===== src/rtl/regfile_sb.sv =====
// GPR file with per-register pending-write counters, multiple read/writeback
// ports and optional writeback-to-read forwarding.
module regfile_sb #(
  parameter int unsigned XLEN    = 32,
  parameter int unsigned NREG    = 32,
  parameter int unsigned NR_RD   = 2,
  parameter int unsigned NR_WB   = 2,
  parameter int unsigned CNT_W   = 2,
  parameter bit          BYPASS  = 1'b1,
  parameter bit          ZERO_R0 = 1'b1,
  localparam int unsigned RW     = $clog2(NREG)
) (
  input  logic                    clk_i,
  input  logic                    rst_i,
  input  logic [NR_RD*RW-1:0]     rs_i,
  output logic [NR_RD*XLEN-1:0]   src_o,
  output logic [NR_RD-1:0]        rdy_o,
  input  logic                    iss_valid_i,
  input  logic [RW-1:0]           iss_rd_i,
  output logic                    iss_ready_o,
  input  logic [NR_WB-1:0]        wb_valid_i,
  input  logic [NR_WB*RW-1:0]     wb_rd_i,
  input  logic [NR_WB*XLEN-1:0]   wb_data_i,
  input  logic [NR_WB-1:0]        wb_rel_i,
  output logic                    err_o
);

  localparam int unsigned DEC_W = $clog2(NR_WB + 1);
  localparam logic [CNT_W-1:0] CNT_MAX = {CNT_W{1'b1}};

  logic [XLEN-1:0]  gpr_q   [NREG];
  logic [CNT_W-1:0] cnt_q   [NREG];
  logic [CNT_W-1:0] cnt_d   [NREG];
  logic [XLEN-1:0]  wr_data [NREG];
  logic [DEC_W-1:0] dec     [NREG];
  logic [31:0]      cnt_sum [NREG];
  logic [NREG-1:0]  wr_en;
  logic [NREG-1:0]  inc;
  logic [NREG-1:0]  uf;
  logic             err_q;

  // Registers that actually hold state (r0 may be hardwired, some codes may be unimplemented)
  function automatic logic live(input logic [RW-1:0] a);
    return (32'(a) < NREG) && !(ZERO_R0 && (a == '0));
  endfunction

  // Per-register write select (highest port wins) and release count
  always_comb begin
    for (int r = 0; r < NREG; r++) begin
      wr_en[r]   = 1'b0;
      wr_data[r] = '0;
      dec[r]     = '0;
      for (int j = 0; j < NR_WB; j++) begin
        if (wb_valid_i[j] && (wb_rd_i[j*RW +: RW] == RW'(r))) begin
          wr_en[r]   = 1'b1;
          wr_data[r] = wb_data_i[j*XLEN +: XLEN];
          if (wb_rel_i[j]) dec[r] = dec[r] + DEC_W'(1);
        end
      end
      if (ZERO_R0 && (r == 0)) begin
        wr_en[r] = 1'b0;
        dec[r]   = '0;
      end
    end
  end

  // A full counter still accepts an issue when a release frees a slot this cycle
  always_comb begin
    iss_ready_o = 1'b1;
    if (live(iss_rd_i))
      iss_ready_o = (cnt_q[iss_rd_i] != CNT_MAX) || (dec[iss_rd_i] != '0);
  end

  always_comb begin
    for (int r = 0; r < NREG; r++) begin
      inc[r] = iss_valid_i && iss_ready_o && (iss_rd_i == RW'(r));
      if (ZERO_R0 && (r == 0)) inc[r] = 1'b0;
    end
  end

  // Counter next state; excess releases clamp to zero and flag an error
  always_comb begin
    for (int r = 0; r < NREG; r++) begin
      cnt_sum[r] = 32'(cnt_q[r]) + 32'(inc[r]);
      uf[r]      = 1'b0;
      cnt_d[r]   = '0;
      if (32'(dec[r]) > cnt_sum[r]) uf[r] = 1'b1;
      else cnt_d[r] = CNT_W'(cnt_sum[r] - 32'(dec[r]));
    end
  end

  always_ff @(posedge clk_i or negedge rst_i) begin
    if (!rst_i) begin
      for (int r = 0; r < NREG; r++) begin
        gpr_q[r] <= '0;
        cnt_q[r] <= '0;
      end
      err_q <= 1'b0;
    end else begin
      for (int r = 0; r < NREG; r++) begin
        if (wr_en[r]) gpr_q[r] <= wr_data[r];
        cnt_q[r] <= cnt_d[r];
      end
      err_q <= err_q | (|uf);
    end
  end

  assign err_o = err_q;

  // Read ports: array value, optionally overridden by same-cycle writeback
  always_comb begin : c_read
    logic [RW-1:0]   a;
    logic [XLEN-1:0] d;
    logic            r;
    src_o = '0;
    rdy_o = '1;
    for (int k = 0; k < NR_RD; k++) begin
      a = rs_i[k*RW +: RW];
      d = '0;
      r = 1'b1;
      if (live(a)) begin
        d = gpr_q[a];
        if (BYPASS) begin
          for (int j = 0; j < NR_WB; j++)
            if (wb_valid_i[j] && (wb_rd_i[j*RW +: RW] == a)) d = wb_data_i[j*XLEN +: XLEN];
          r = (32'(cnt_q[a]) <= 32'(dec[a]));
        end else begin
          r = (cnt_q[a] == '0);
        end
      end
      src_o[k*XLEN +: XLEN] = d;
      rdy_o[k]              = r;
    end
  end

endmodule


===== config.mk =====
export PLATFORM = sky130hd
export DESIGN_NAME = regfile_sb
export DESIGN_NICKNAME = d
export VERILOG_FILES = /design/src/rtl/regfile_sb.sv
export SDC_FILE = /design/constraint.sdc
export NUM_CORES = 2
export LEC_CHECK = 0
export BUFFER_PORTS_ARGS = -buffer_cell sky130_fd_sc_hd__buf_4
export CELL_PAD_IN_SITES_DETAIL_PLACEMENT = 1
export CELL_PAD_IN_SITES_GLOBAL_PLACEMENT = 1
export CORE_ASPECT_RATIO = 0.6
export CORE_MARGIN = 3
export CORE_UTILIZATION = 50
export DETAILED_ROUTE_END_ITERATION = 6
export GPL_TIMING_DRIVEN = 0
export MAX_ROUTING_LAYER = met4
export PLACE_DENSITY = 0.82
export SYNTH_ARGS = -nofsm -noshare
export SYNTH_HDL_FRONTEND = slang
export SYNTH_SLANG_ARGS = --single-unit

===== constraint.sdc =====
create_clock -name clk_i -period 5.1 [get_ports clk_i]
set_clock_uncertainty 0.05 [all_clocks]
set_input_delay 0.51 -clock clk_i [delete_from_list [all_inputs] [get_ports clk_i]]
set_output_delay 0.51 -clock clk_i [all_outputs]
set_load 0.01 [all_outputs]

== After elaboration in Yosys (flattened, before gate mapping) ==
Index checks and enable logic that the tools add are counted.

* Add/subtract/negate cells: 93
* Order comparisons: 36
* Equality and inequality tests: 98
* Multiplexer cells: 313
* Bitwise operators: 4
* Reduce and logical (&&, ||, !) cells: 104

{| class="wikitable"
|+ Operators by type and width
! operator !! count
|-
| 2-to-1 mux 32 bit || 72
|-
| binary-select mux 32 bit (select 5 bit) || 2
|-
| 2-to-1 mux 2 bit || 123
|-
| == test 5 bit, second input constant || 48
|-
| == test 5 x 4 -> 1 bit, second input constant || 24
|-
| 2-to-1 mux 1 bit || 110
|-
| logical AND 1 bit || 98
|-
| adder 2 x 1 -> 3 bit || 31
|-
| greater-than comparator 2 x 3 -> 1 bit || 31
|-
| adder 2 x 1 -> 2 bit, second input constant || 31
|-
| subtractor 2 bit || 31
|-
| binary-select mux 2 bit (select 5 bit) || 6
|-
| == test 5 x 3 -> 1 bit, second input constant || 12
|-
| OR reduction 31 bit || 1
|-
| == test 5 x 2 -> 1 bit, second input constant || 6
|-
| == test 5 bit || 4
|-
| greater-or-equal comparator 6 bit, second input constant || 3
|-
| NOT 5 -> 6 bit || 3
|-
| == test 5 x 1 -> 1 bit, second input constant || 3
|-
| zero test 5 bit || 3
|-
| <= comparator 2 bit || 2
|-
| inequality test 2 bit, second input constant || 1
|-
| nonzero test 2 bit || 1
|-
| logical OR 1 bit || 1
|-
| bitwise OR 1 bit || 1
|}

* Register bits after elaboration: 1055
* Input bits: 96
* Output and inout bits: 68

== Longest topological paths before layout ==
* Depth after elaboration: 19
* Depth in mapped cells: 24
* Depth with buffers taken out: 21

== Worst setup path before layout ==
OpenSTA, ideal clock, no wires.

* Path kind: input to register
* Start: input wb_rd_i[3]
* End: register err_q (netlist: err_o)
* Data arrival time: 4.846 ns
* Setup slack: 0.085 ns
* Stages: 21
* Buffers on the path: 1
* Path through: or4b_2 nor2_1 ha_1 mux2i_2 inv_2 a221o_1 a2111oi_2 o211ai_2 a21o_4 buf_6 and3_1 ha_1 ha_1 inv_1 ha_1 a21oi_1 a211oi_1 a2111oi_0 nand3_1 nor2_1 nand2_1

* Word-level cells in the longest chain between the ends: 19
* Elaborated cells on any way between the ends: 319
* Classes of those cells: add/sub (62); order compare (31); eq/ne (31); mux (128); bitwise (1); reduce/logical (66)

{| class="wikitable"
|+ RTL lines
! item !! line !! source
|-
| start: declaration || 22 || <nowiki>input logic [NR_WB*RW-1:0] wb_rd_i,</nowiki>
|-
| == test 5 bit (tied with other cells) || 54 || <nowiki>if (wb_valid_i[j] && (wb_rd_i[j*RW +: RW] == RW'(r))) begin</nowiki>
|-
| logical AND 1 bit || 54 ||
|-
| 2-to-1 mux 2 bit or 2-to-1 mux 1 bit (tied branches) || 54 ||
|-
| adder 2 x 1 -> 2 bit || 57 || <nowiki>if (wb_rel_i[j]) dec[r] = dec[r] + DEC_W'(1);</nowiki>
|-
| 2-to-1 mux 2 bit || 57 ||
|-
| 2-to-1 mux 2 bit || 54 ||
|-
| binary-select mux 2 bit (select 5 bit) || 71 || <nowiki>iss_ready_o = (cnt_q[iss_rd_i] != CNT_MAX) || (dec[iss_rd_i] != '0);</nowiki>
|-
| 2-to-1 mux 2 bit (implied by the code) (2 in a row) || 71 ||
|-
| nonzero test 2 bit || 71 ||
|-
| logical OR 1 bit || 71 ||
|-
| 2-to-1 mux 1 bit || 70 || <nowiki>if (live(iss_rd_i))</nowiki>
|-
| logical AND 1 bit (2 in a row) || 76 || <nowiki>inc[r] = iss_valid_i && iss_ready_o && (iss_rd_i == RW'(r));</nowiki>
|-
| adder 2 x 1 -> 3 bit || 84 || <nowiki>cnt_sum[r] = 32'(cnt_q[r]) + 32'(inc[r]);</nowiki>
|-
| greater-than comparator 2 x 3 -> 1 bit || 87 || <nowiki>if (32'(dec[r]) > cnt_sum[r]) uf[r] = 1'b1;</nowiki>
|-
| 2-to-1 mux 1 bit || 87 ||
|-
| OR reduction 31 bit (*) || 104 || <nowiki>err_q <= err_q | (|uf);</nowiki>
|-
| bitwise OR 1 bit (*) || 104 ||
|-
| end signal: assignment || 104 ||
|-
| end: declaration || 40 || <nowiki>logic err_q;</nowiki>
|}

Mark *: on every way between the ends. The rest lies on a longest branch, timed or not. The select of a mux whose other input is x is not followed.
A chain may end at the register's enable or synchronous reset.

== Final worst setup path ==
* Start: input rs_i[1]
* End: output src_o[0]

* Word-level cells in the longest chain between the ends: 7
* Elaborated cells on any way between the ends: 12
* Classes of those cells: eq/ne (2); mux (6); bitwise (1); reduce/logical (3)

{| class="wikitable"
|+ RTL lines
! item !! line !! source
|-
| start: declaration || 15 || <nowiki>input logic [NR_RD*RW-1:0] rs_i,</nowiki>
|-
| NOT 5 -> 6 bit || n/a ||
|-
| binary-select mux 32 bit (select 5 bit) || 122 || <nowiki>d = gpr_q[a];</nowiki>
|-
| 2-to-1 mux 32 bit (implied by the code) (2 in a row) || 122 ||
|-
| 2-to-1 mux 32 bit (2 in a row) || 125 || <nowiki>if (wb_valid_i[j] && (wb_rd_i[j*RW +: RW] == a)) d = wb_data_i[j*XLEN +: XLEN];</nowiki>
|-
| 2-to-1 mux 32 bit (*) || 121 || <nowiki>if (live(a)) begin</nowiki>
|-
| end: declaration || 16 || <nowiki>output logic [NR_RD*XLEN-1:0] src_o,</nowiki>
|}

Marked as above.

==> summary.md <==
| Metric | Value |
|---|---|
| I/O pins | `164` |
| CP Cell Sequence | `clkbuf_2 > clkbuf_1 > clkbuf_2 > mux4_2 > mux4_2 > mux2i_1 > nor2_1 > a211oi_1 > nor3_1 > buf_4` |
| Ys flop type | `dfrtp_1` |
| Vias in the first global route | `70870` |
| Clock sinks | `1055` |
| Final hold slack | `0.02411 ns` |
| Min Tclk post-route | `5.233 ns` |
| Final Hold Viols | `0` |
| Max cap viols | `30` |
| Synth unique cells | `77` |
| WL met1 | `142800 um` |
| Rows | `108` |
| Crit-path leading delay family | `buffers and inverters` |
| First-pass GRT wire length | `539300 um` |
| Metal3 WL | `72070 um` |
| Longest Clk Path Bufs | `3` |
| Vias/cell | `7.592` |
| Final WL | `389600 um` |
| Worst setup EP type | `output port` |
| Core Area | `145300 um2` |
| VDD IR max | `0.2865 mV` |
| Gpl congestion | `1.083` |
| Status | `complete, but fails checks` |
| H-tree depth | `3` |
| HP Class | `in2reg` |
| Cell taking the most area after synthesis | `dfrtp_1` |
| Worst-Margin Slew | `1.804 ns` |
| Die X | `501.0 um` |
| YS warnings | `0` |
| Hold path depth | `3` |
| Post-synthesis net count | `7324` |
| Commonest cells in the netlist | `1087 x mux2i_1, 1055 x dfrtp_1, 764 x nand2_1` |
| Worst-path clk slew | `0.07 ns` |
| Synth top area share | `0.3592` |
| Setup total negative slack | `-0.5979 ns` |
| Avg WL per Cell | `41.82 um` |
| R2r startpoint | `cnt_q[5]$_DFF_PN0_` |
| Vias post-DR | `70720` |
| DRT iter0 DRCs | `12450` |
| Mapped Area | `73510 um2` |
| CTS tree | `yes` |
| DP HPWL | `281000 um` |
| Clk root buf | `clkbuf_16` |
| Crit path max fanout | `10` |
| Most area-consuming cells after synthesis | `dfrtp_1 36%, mux4_2 20%, mux2i_1 15%` |
| CP startpoint kind | `input pin` |
| Worst Hold Launch | `wb_data_i[61]` |
| Crit Path Class | `in2out` |
| TritonRoute pass-1 iters | `7` |
| Avg Synthesized Cell Area | `10.44 um2` |
| Nets | `7555` |
| Final worst path period share | `1.026` |
| Register bit total from synthesis | `1055` |
| Antenna violations before repair | `28` |
| Pwr Density | `382.3 nW/um2` |
| Skew-Pair Late Insertion Delay | `0.77 ns` |
| Instance count of the mapped netlist | `7038` |
| Port Buffer Count | `89` |
| Fmax | `191.1 MHz` |
| P&R area growth vs syn | `10.60%` |
| Count of final setup violators | `7` |
| CP Data Arrival Time | `4.67 ns` |
| Share of cells above drive strength 1 | `0.1702` |
| Async S/R FF share, synth | `1.000` |
| Die height | `303 um` |
| Reg2reg setup slack | `0.60 ns` |
| Remaining DRCs | `0` |
| DP Area | `76950 um2` |
| CP Data Required Time | `4.54 ns` |
| Die area | `151800 um2` |
| Total global routing overflow | `0` |
| Register area share after synthesis | `0.3592` |
| Met2 wire len | `148800 um` |
| GRT Overall Usage | `0.5205` |
| Worst path max stage delay | `0.86 ns` |
| End of the worst register-to-register path | `err_o$_DFF_PN0_` |
| Number of flops mapped to enable cells by yosys | `0` |
| Largest net degree at the start of global routing | `174` |
| Pleak | `0.03480 uW` |
| Pins Over Slew Limit | `263` |
| Design Area, Final | `81300 um2` |
| Dpl ws | `-1.108 ns` |
| Most numerous cell in the Yosys netlist | `mux2i_1` |
| R2R cell count | `18` |
| Total Power | `31080 uW` |
| Worst hold endpoint | `gpr_q[541]$_DFFE_PN0P_` |
| Setup ws final | `-0.1325 ns` |
| Critical path's slowest cell | `clkbuf_2` |
| Starting density of the core | `0.5060` |
| Top Layer Used | `met4` |
| Failing checks | `max-capacitance violations, max-slew violations, negative setup slack` |
| RSZ-0062 raised after global routing | `yes` |
| Total CTS buffers | `108` |
| WP buf/inv | `4` |
| Antenna Nets Post-Route | `0` |
| Layout fillers | `15670` |
| Slew Limit Headroom | `-0.2025` |
[how the worst max path moves through the flow]
stage               depth (start not counted)        from                endpoint
detailed placement                         22  wb_rd_i[3]         err_o$_DFF_PN0_
global placement                            1       rst_i  gpr_q[166]$_DFFE_PN0P_
global route                               23  wb_rd_i[3]         err_o$_DFF_PN0_
floorplan                                  21  wb_rd_i[3]         err_o$_DFF_PN0_
finish                                     10     rs_i[1]                src_o[0]
CTS                                        16  wb_rd_i[1]                rdy_o[1]
[layer usage]
metal  GRT usage  up-vias
met1      0.6617    36250
met4      0.2820        0
met3      0.2833     1468
li1            -    26030
met2      0.6503     6967
met5           -        -
[where the power goes]
part	internal (uW)	leakage, uW	switching [uW]
sequential	10600	0.0130	2120
clock	4820	0.00181	3970
combinational	4670	0.0199	4950
[what timing repair did]
item	in CTS	in global routing
hold buffers	1	0
pin swaps	1	8
endpoints found under the setup margin	68	23
resized for setup	69	64
hold endpoints to repair	151	0
setup buffers	8	6
[cell usage in the layout, fill, tap and decap left out, types with 58 or more instances in the layout]
cell,count
dfrtp_1,1055
mux2i_1,1071
a22o_1,68
buf_4,119
buf_2,58
mux2_2,72
inv_1,153
clkbuf_16,108
clkbuf_1,572
a21oi_1,419
mux4_2,653
nor2_1,630
o21ai_0,688
nand2_1,764
buf_1,96
clkbuf_2,91
a211oi_1,92
ha_1,190
[flip-flops by register name (all words and copies together) (netlist names)]
register,flops
cnt_q,62
gpr_q,992
err_o,1
[tightest hold or removal path: cells and delay by family]
family | cells | cell delay [ns]
and+or+nand+nor | 1 | 0.12
AOI/OAI and AO/OA | 1 | 0.04
buffers and inverters | 1 | 0.14
[kinds of logic after synthesis]
| group | synth area share |
|---|---|
| multiplexers | 0.3597 |
| XOR/XNOR | 0.005481 |
| adder cells (fa/ha/maj) | 0.03234 |
| AND/OR/NAND/NOR | 0.08846 |
| AO/OA/AOI/OAI | 0.1021 |
| buffers and inverters | 0.05273 |
| flip-flops | 0.3592 |
[layout make-up]
type,count,area (um2),area share
multi-input cells,4996,43480,0.5348
flip-flops and latches,1055,26400,0.3247
plain buffers,829,3492,0.04295
clock buffers,162,3186,0.03918
well taps,1925,2409,0.02963
repair buffers,122,1159,0.01425
inverters,157,591.8,0.007280
clock inverters,34,491.7,0.006048
diodes,35,87.58,0.001077
[per-stage QoR]
stage,utilization,cells
floorplan,-,7038
global placement,0.5272,9052
detailed placement,0.5297,9066
CTS,0.5569,9271
global route,0.5597,9315
finish,0.5597,9315
Note: power is estimated with default switching activity, not from simulation.
